### config.mk
export PLATFORM = sky130hd
export DESIGN_NAME = switch_debouncer_flat
export DESIGN_NICKNAME = d
export VERILOG_FILES = /design/src/rtl/switch_debouncer_if.sv /design/src/rtl/switch_debouncer.sv /design/src/flat_wrapper.sv
export SDC_FILE = /design/constraint.sdc
export NUM_CORES = 1
export LEC_CHECK = 0
export BUFFER_PORTS_ARGS = -buffer_cell sky130_fd_sc_hd__buf_4
export CORE_MARGIN = 3
export CORE_UTILIZATION = 55
export DETAILED_ROUTE_END_ITERATION = 16
export PLACE_DENSITY = 0.77
export SYNTH_ARGS = -nofsm -noshare
export SYNTH_HDL_FRONTEND = slang
export SYNTH_SLANG_ARGS = --single-unit
### constraint.sdc
create_clock -name clock -period 5.4 [get_ports clock]
set_input_delay 0.81 -clock clock [delete_from_list [all_inputs] [get_ports clock]]
set_output_delay 0.81 -clock clock [all_outputs]
set_load 0.01 [all_outputs]
### src/rtl/switch_debouncer_if.sv
// Switch-vector bundle between the raw slide switches and the debounced consumers.
// The bench drives sw_in through master; the debouncer serves the rest through slave.
interface switch_debouncer_if;
   logic [7:0] sw_in;
   logic [7:0] sw_out;
   logic [3:0] A;
   logic [3:0] B;
   logic       changed;
   logic       bouncing;

   modport master (
      output sw_in,
      input  sw_out,
      input  A,
      input  B,
      input  changed,
      input  bouncing
   );

   modport slave (
      input  sw_in,
      output sw_out,
      output A,
      output B,
      output changed,
      output bouncing
   );
endinterface

### src/rtl/switch_debouncer.sv
// 8-bit slide-switch debouncer: two-flop synchronizer followed by a whole-vector
// stability window of STABLE_COUNT cycles before the new value reaches sw_out.
module switch_debouncer #(
   parameter int STABLE_COUNT = 1000000,
   parameter int CNT_WIDTH    = 20
) (
   input logic               clock,
   input logic               reset_n,
   switch_debouncer_if.slave bus
);

   localparam logic [CNT_WIDTH-1:0] CNT_LAST = CNT_WIDTH'(STABLE_COUNT - 1);

   logic [7:0]           s1_q, s2_q;
   logic [7:0]           cand_q, cand_d;
   logic [7:0]           sw_out_q, sw_out_d;
   logic [CNT_WIDTH-1:0] cnt_q, cnt_d;
   logic                 changed_q, changed_d;

   // A fresh candidate always wins; otherwise count toward acceptance only while
   // the candidate differs from the published value, so cnt never wraps.
   always_comb begin
      cand_d    = cand_q;
      sw_out_d  = sw_out_q;
      cnt_d     = '0;
      changed_d = 1'b0;
      if (s2_q != cand_q) begin
         cand_d = s2_q;
      end else if (cand_q != sw_out_q) begin
         if (cnt_q == CNT_LAST) begin
            sw_out_d  = cand_q;
            changed_d = 1'b1;
         end else begin
            cnt_d = cnt_q + 1'b1;
         end
      end
   end

   always_ff @(posedge clock) begin
      if (!reset_n) begin
         s1_q      <= '0;
         s2_q      <= '0;
         cand_q    <= '0;
         sw_out_q  <= '0;
         cnt_q     <= '0;
         changed_q <= 1'b0;
      end else begin
         s1_q      <= bus.sw_in;
         s2_q      <= s1_q;
         cand_q    <= cand_d;
         sw_out_q  <= sw_out_d;
         cnt_q     <= cnt_d;
         changed_q <= changed_d;
      end
   end

   assign bus.sw_out   = sw_out_q;
   assign bus.A        = sw_out_q[3:0];
   assign bus.B        = sw_out_q[7:4];
   assign bus.changed  = changed_q;
   assign bus.bouncing = (cand_q != sw_out_q);

endmodule

### src/flat_wrapper.sv
// flat-port wrapper written by rule: the top's interface ports become plain ports
module switch_debouncer_flat 
#(
   parameter int STABLE_COUNT = 1000000,
   parameter int CNT_WIDTH    = 20
)
  (clock, reset_n, bus_sw_in, bus_sw_out, bus_A, bus_B, bus_changed, bus_bouncing);
  switch_debouncer_if bus_i ();
  input logic clock;
  input logic reset_n;
  input wire logic [$bits(bus_i.sw_in)-1:0] bus_sw_in;
  output wire logic [$bits(bus_i.sw_out)-1:0] bus_sw_out;
  output wire logic [$bits(bus_i.A)-1:0] bus_A;
  output wire logic [$bits(bus_i.B)-1:0] bus_B;
  output wire logic [$bits(bus_i.changed)-1:0] bus_changed;
  output wire logic [$bits(bus_i.bouncing)-1:0] bus_bouncing;
  assign bus_i.sw_in = bus_sw_in;
  assign bus_sw_out = bus_i.sw_out;
  assign bus_A = bus_i.A;
  assign bus_B = bus_i.B;
  assign bus_changed = bus_i.changed;
  assign bus_bouncing = bus_i.bouncing;
  switch_debouncer #(.STABLE_COUNT(STABLE_COUNT), .CNT_WIDTH(CNT_WIDTH)) u_core (.clock(clock), .reset_n(reset_n), .bus(bus_i));
endmodule
==> metrics.txt <==
# TYPE chip_impl_metric gauge
chip_impl_metric{name="crit_required",unit="ns"} 4.59
chip_impl_metric{name="fin_worst_hold_slack",unit="ns"} 0.441
chip_impl_metric{name="number_of_placement_rows",unit=""} 22
chip_impl_metric{name="hpwl",unit="µm"} 2270
chip_impl_metric{name="period_needed",unit="ns"} 2.83
chip_impl_metric{name="antenna_cells_inserted",unit=""} 0
chip_impl_metric{name="clkSlewWorstSetupHoldPaths",unit="ns"} 0.10
chip_impl_metric{name="routed_wl",unit="µm"} 3250
chip_impl_metric{name="routabilityCongestion",unit=""} 0.821
chip_impl_metric{name="pre_cts_ws",unit="ns"} 2.90
chip_impl_metric{name="timing.setup.tns",unit="ns"} 0
chip_impl_metric{name="io-pin-count",unit=""} 28
chip_impl_info{name="critPathLaunchType",value="flop"} 1
chip_impl_metric{name="start_util",unit=""} 0.577
chip_impl_metric{name="cts-buffers-inserted",unit=""} 5
chip_impl_info{name="cts_tree",value="yes"} 1
chip_impl_metric{name="cts_hold_repair.buffers",unit=""} 0
chip_impl_info{name="r2r_start",value="u_core.cand_q[4]$_SDFFE_PN0P_"} 1
chip_impl_metric{name="relSlewSlack",unit=""} 0.437
chip_impl_metric{name="fin_worst_skew",unit="ns"} 0.00789
chip_impl_metric{name="achievable-frequency",unit="MHz"} 353
chip_impl_metric{name="ys_seq_area_frac",unit=""} 0.495
chip_impl_metric{name="fp.dieW",unit="µm"} 68.4
chip_impl_metric{name="syn_nets",unit=""} 228
chip_impl_metric{name="postRouteAntennaNets",unit=""} 0
chip_impl_info{name="worst_r2r_endpoint",value="u_core.cnt_q[12]$_SDFF_PP0_"} 1
chip_impl_metric{name="synth.avg_cell_area",unit="µm²"} 9.88
chip_impl_info{name="hold_path_startpoint",value="u_core.s1_q[4]$_SDFF_PN0_"} 1
chip_impl_info{name="status",value="finished clean"} 1
chip_impl_metric{name="timing.final.crit_share",unit=""} 0.525
chip_impl_metric{name="number_of_resized_instances_in_the_post_cts_repair_step",unit=""} 0
chip_impl_metric{name="final_nets",unit=""} 248
chip_impl_info{name="worst_setup_path_category",value="flop to output pin"} 1
chip_impl_metric{name="register_bit_count_reported_by_yosys",unit=""} 53
chip_impl_metric{name="grt_max_degree",unit=""} 27
chip_impl_metric{name="grt_first_pass_wirelength",unit="µm"} 5530
chip_impl_metric{name="grt.overflow.total",unit=""} 0
chip_impl_metric{name="dp_cells",unit=""} 278
chip_impl_metric{name="report.final.hold_viol_count",unit=""} 0
chip_impl_info{name="final_common_cell",value="sky130_fd_sc_hd__dfxtp_1"} 1
chip_impl_metric{name="ys_types",unit=""} 28
chip_impl_metric{name="cts_setup_buffers",unit=""} 0
chip_impl_metric{name="fin_total_pwr",unit="µW"} 671
chip_impl_metric{name="grt_antenna_before_repair",unit=""} 0
chip_impl_metric{name="area.growth.synth_to_final",unit="%"} 12.6
chip_impl_metric{name="slew_violations",unit=""} 0
chip_impl_info{name="unrepaired_setup_endpoints_after_global_routing",value="false"} 1
chip_impl_metric{name="drt-vias-per-instance",unit=""} 5.06
chip_impl_metric{name="setup-violations-final",unit=""} 0
chip_impl_metric{name="max-clock-path-buffers",unit=""} 2
chip_impl_info{name="worst_setup_path_startpoint",value="u_core.cand_q[4]$_SDFFE_PN0P_"} 1
chip_impl_metric{name="core-area",unit="mm²"} 0.00372
chip_impl_metric{name="syn_inst",unit=""} 217
chip_impl_metric{name="timing.critical_path.arrival",unit="ns"} 2.02
chip_impl_metric{name="vdd_ir_max",unit="V"} 0.000198
chip_impl_metric{name="vias",unit=""} 1447
chip_impl_metric{name="tightest_slew",unit="ns"} 0.845
chip_impl_metric{name="final_layout_size_suffix_gt1_frac",unit=""} 0.210
chip_impl_metric{name="cts_max_level",unit=""} 2
chip_impl_metric{name="power.density_cell_area",unit="mW/mm²"} 278
chip_impl_metric{name="fin_cells",unit=""} 286
chip_impl_info{name="timing.hold.worst.class",value="flop to flop"} 1
chip_impl_metric{name="remaining_routing_drc_violations",unit=""} 0
chip_impl_info{name="root_buffer",value="sky130_fd_sc_hd__clkbuf_8"} 1
chip_impl_metric{name="ff2ff_setup_slack",unit="ns"} 3.21
chip_impl_info{name="setup.worst_path.end_class",value="output pin"} 1
chip_impl_metric{name="fin_ws",unit="ns"} 2.57
chip_impl_metric{name="drt-pass1-iter-count",unit=""} 4
chip_impl_metric{name="numClockSinks",unit=""} 53
chip_impl_metric{name="worst_skew_pair_latency",unit="ns"} 0.31
chip_impl_metric{name="globalRouteTotalUtil",unit=""} 0.155
chip_impl_info{name="highest_count_cells_in_the_layout_ignoring_fill_and_taps",value="sky130_fd_sc_hd__dfxtp_1 (53), sky130_fd_sc_hd__buf_4 (27), sky130_fd_sc_hd__and2_1 (26)"} 1
chip_impl_metric{name="drt_iter0_markers",unit=""} 61
chip_impl_metric{name="number_of_global_route_vias_before_repair",unit=""} 1257
chip_impl_metric{name="synth_area",unit="mm²"} 0.00214
chip_impl_metric{name="critical_path_peak_fanout",unit=""} 10
chip_impl_metric{name="r2r.worst_path.cells",unit=""} 6
chip_impl_info{name="worst_setup_path_endpoint",value="bus_bouncing"} 1
chip_impl_metric{name="total_leakage_power",unit="nW"} 0.923
chip_impl_metric{name="die_area",unit="mm²"} 0.00468
chip_impl_metric{name="die_h",unit="µm"} 68.4
chip_impl_metric{name="cap_violations",unit=""} 0
chip_impl_metric{name="yosys_warnings",unit=""} 0
chip_impl_metric{name="portBuffers",unit=""} 27
chip_impl_metric{name="avgRoutedWirePerCell",unit="µm"} 11.4
[kinds of logic after synthesis]
logic type / after synthesis / synth area share
AOI/OAI and AO/OA: 17 / 0.0555
adders and majority gates: 1 / 0.00584
buffers and inverters: 19 / 0.0543
and+or+nand+nor: 93 / 0.250
DFF: 53 / 0.495
xor gates and xnor gates: 34 / 0.139
[metrics by stage]
step / utilization / area (µm²)
after CTS: 0.649 / 2410
final: 0.649 / 2410
after detailed placement: 0.623 / 2310
after global routing: 0.649 / 2410
after global placement: 0.623 / 2310
after floorplan: - / 2140
[sequential cells by signal, summed over array words and instances (netlist names)]
name,count
u_core.bus.changed,1
u_core.bus.sw_out,8
u_core.cand_q,8
u_core.cnt_q,20
u_core.s1_q,8
u_core.s2_q,8
[power breakdown]
group | internal (mW) | leakage [nW] | total [mW] | switching (mW)
Sequential | 0.398 | 0.431 | 0.403 | 0.00442
Clock | 0.0970 | 0.0506 | 0.233 | 0.136
Combinational | 0.0146 | 0.441 | 0.0352 | 0.0205
[worst min-delay path by stage]
stage / endpoint / slack (ns) / depth (start not counted)
after floorplan: u_core.s2_q[0]$_SDFF_PN0_ / 0.41 / 1
after CTS: u_core.s2_q[1]$_SDFF_PN0_ / 0.44 / 1
after global placement: u_core.s2_q[4]$_SDFF_PN0_ / 0.41 / 1
after global routing: u_core.s2_q[5]$_SDFF_PN0_ / 0.45 / 1
final: u_core.s2_q[4]$_SDFF_PN0_ / 0.44 / 1
after detailed placement: u_core.s2_q[1]$_SDFF_PN0_ / 0.42 / 1
[synthesized netlist by cell type]
cell	count	area, µm²
sky130_fd_sc_hd__dfxtp_1	53	1060
sky130_fd_sc_hd__and2_1	26	163
sky130_fd_sc_hd__nor2_1	24	90.1
sky130_fd_sc_hd__xnor2_1	19	166
sky130_fd_sc_hd__xor2_1	15	131
sky130_fd_sc_hd__nand3_1	14	70.1
sky130_fd_sc_hd__a21oi_1	8	40.0
sky130_fd_sc_hd__buf_4	8	60.1
sky130_fd_sc_hd__o21ai_2	8	70.1
sky130_fd_sc_hd__and3_1	5	31.3
sky130_fd_sc_hd__nand4_1	5	31.3
sky130_fd_sc_hd__clkbuf_1	4	15.0
sky130_fd_sc_hd__nand2_1	4	15.0
sky130_fd_sc_hd__and4_1	3	26.3
sky130_fd_sc_hd__inv_1	3	11.3
sky130_fd_sc_hd__nor3_1	3	15.0
sky130_fd_sc_hd__nor4_1	3	18.8
sky130_fd_sc_hd__buf_6	2	22.5
sky130_fd_sc_hd__clkinv_1	1	3.75
sky130_fd_sc_hd__ha_1	1	12.5
sky130_fd_sc_hd__inv_2	1	3.75
sky130_fd_sc_hd__nand3_2	1	10.0
sky130_fd_sc_hd__nor3_2	1	10.0
sky130_fd_sc_hd__nor4_4	1	21.3
sky130_fd_sc_hd__nor4bb_1	1	10.0
sky130_fd_sc_hd__o2111ai_1	1	8.76
sky130_fd_sc_hd__or4_4	1	11.3
sky130_fd_sc_hd__or4b_4	1	13.8
[area by class of cell]
class | count | area [µm²]
Clock buffer | 5 | 68.8
Clock inverter | 3 | 28.8
Fill cell | 317 | 1300
Inverter | 5 | 18.8
Multi-Input combinational cell | 145 | 972
Sequential cell | 53 | 1060
Tap cell | 48 | 60.1
Timing Repair Buffer | 27 | 203
[routing by layer]
| layer | share of wire | global-route usage | vias to the layer above |
|---|---|---|---|
| li1 | - | - | 750 |
| met1 | 0.51 | 0.206 | 663 |
| met2 | 0.43 | 0.237 | 29 |
| met3 | 0.043 | 0.0493 | 5 |
| met4 | 0.013 | 0.0521 | 0 |
| met5 | 0 | 0 | - |
[worst max-delay path: stages (launching register included)]
cell,delay [ns]
sky130_fd_sc_hd__dfxtp_1,0.36
sky130_fd_sc_hd__xor2_1,0.17
sky130_fd_sc_hd__nor4_1,0.25
sky130_fd_sc_hd__and2_1,0.52
sky130_fd_sc_hd__inv_2,0.21
sky130_fd_sc_hd__buf_4,0.20
(Power assumes the default switching activity.)
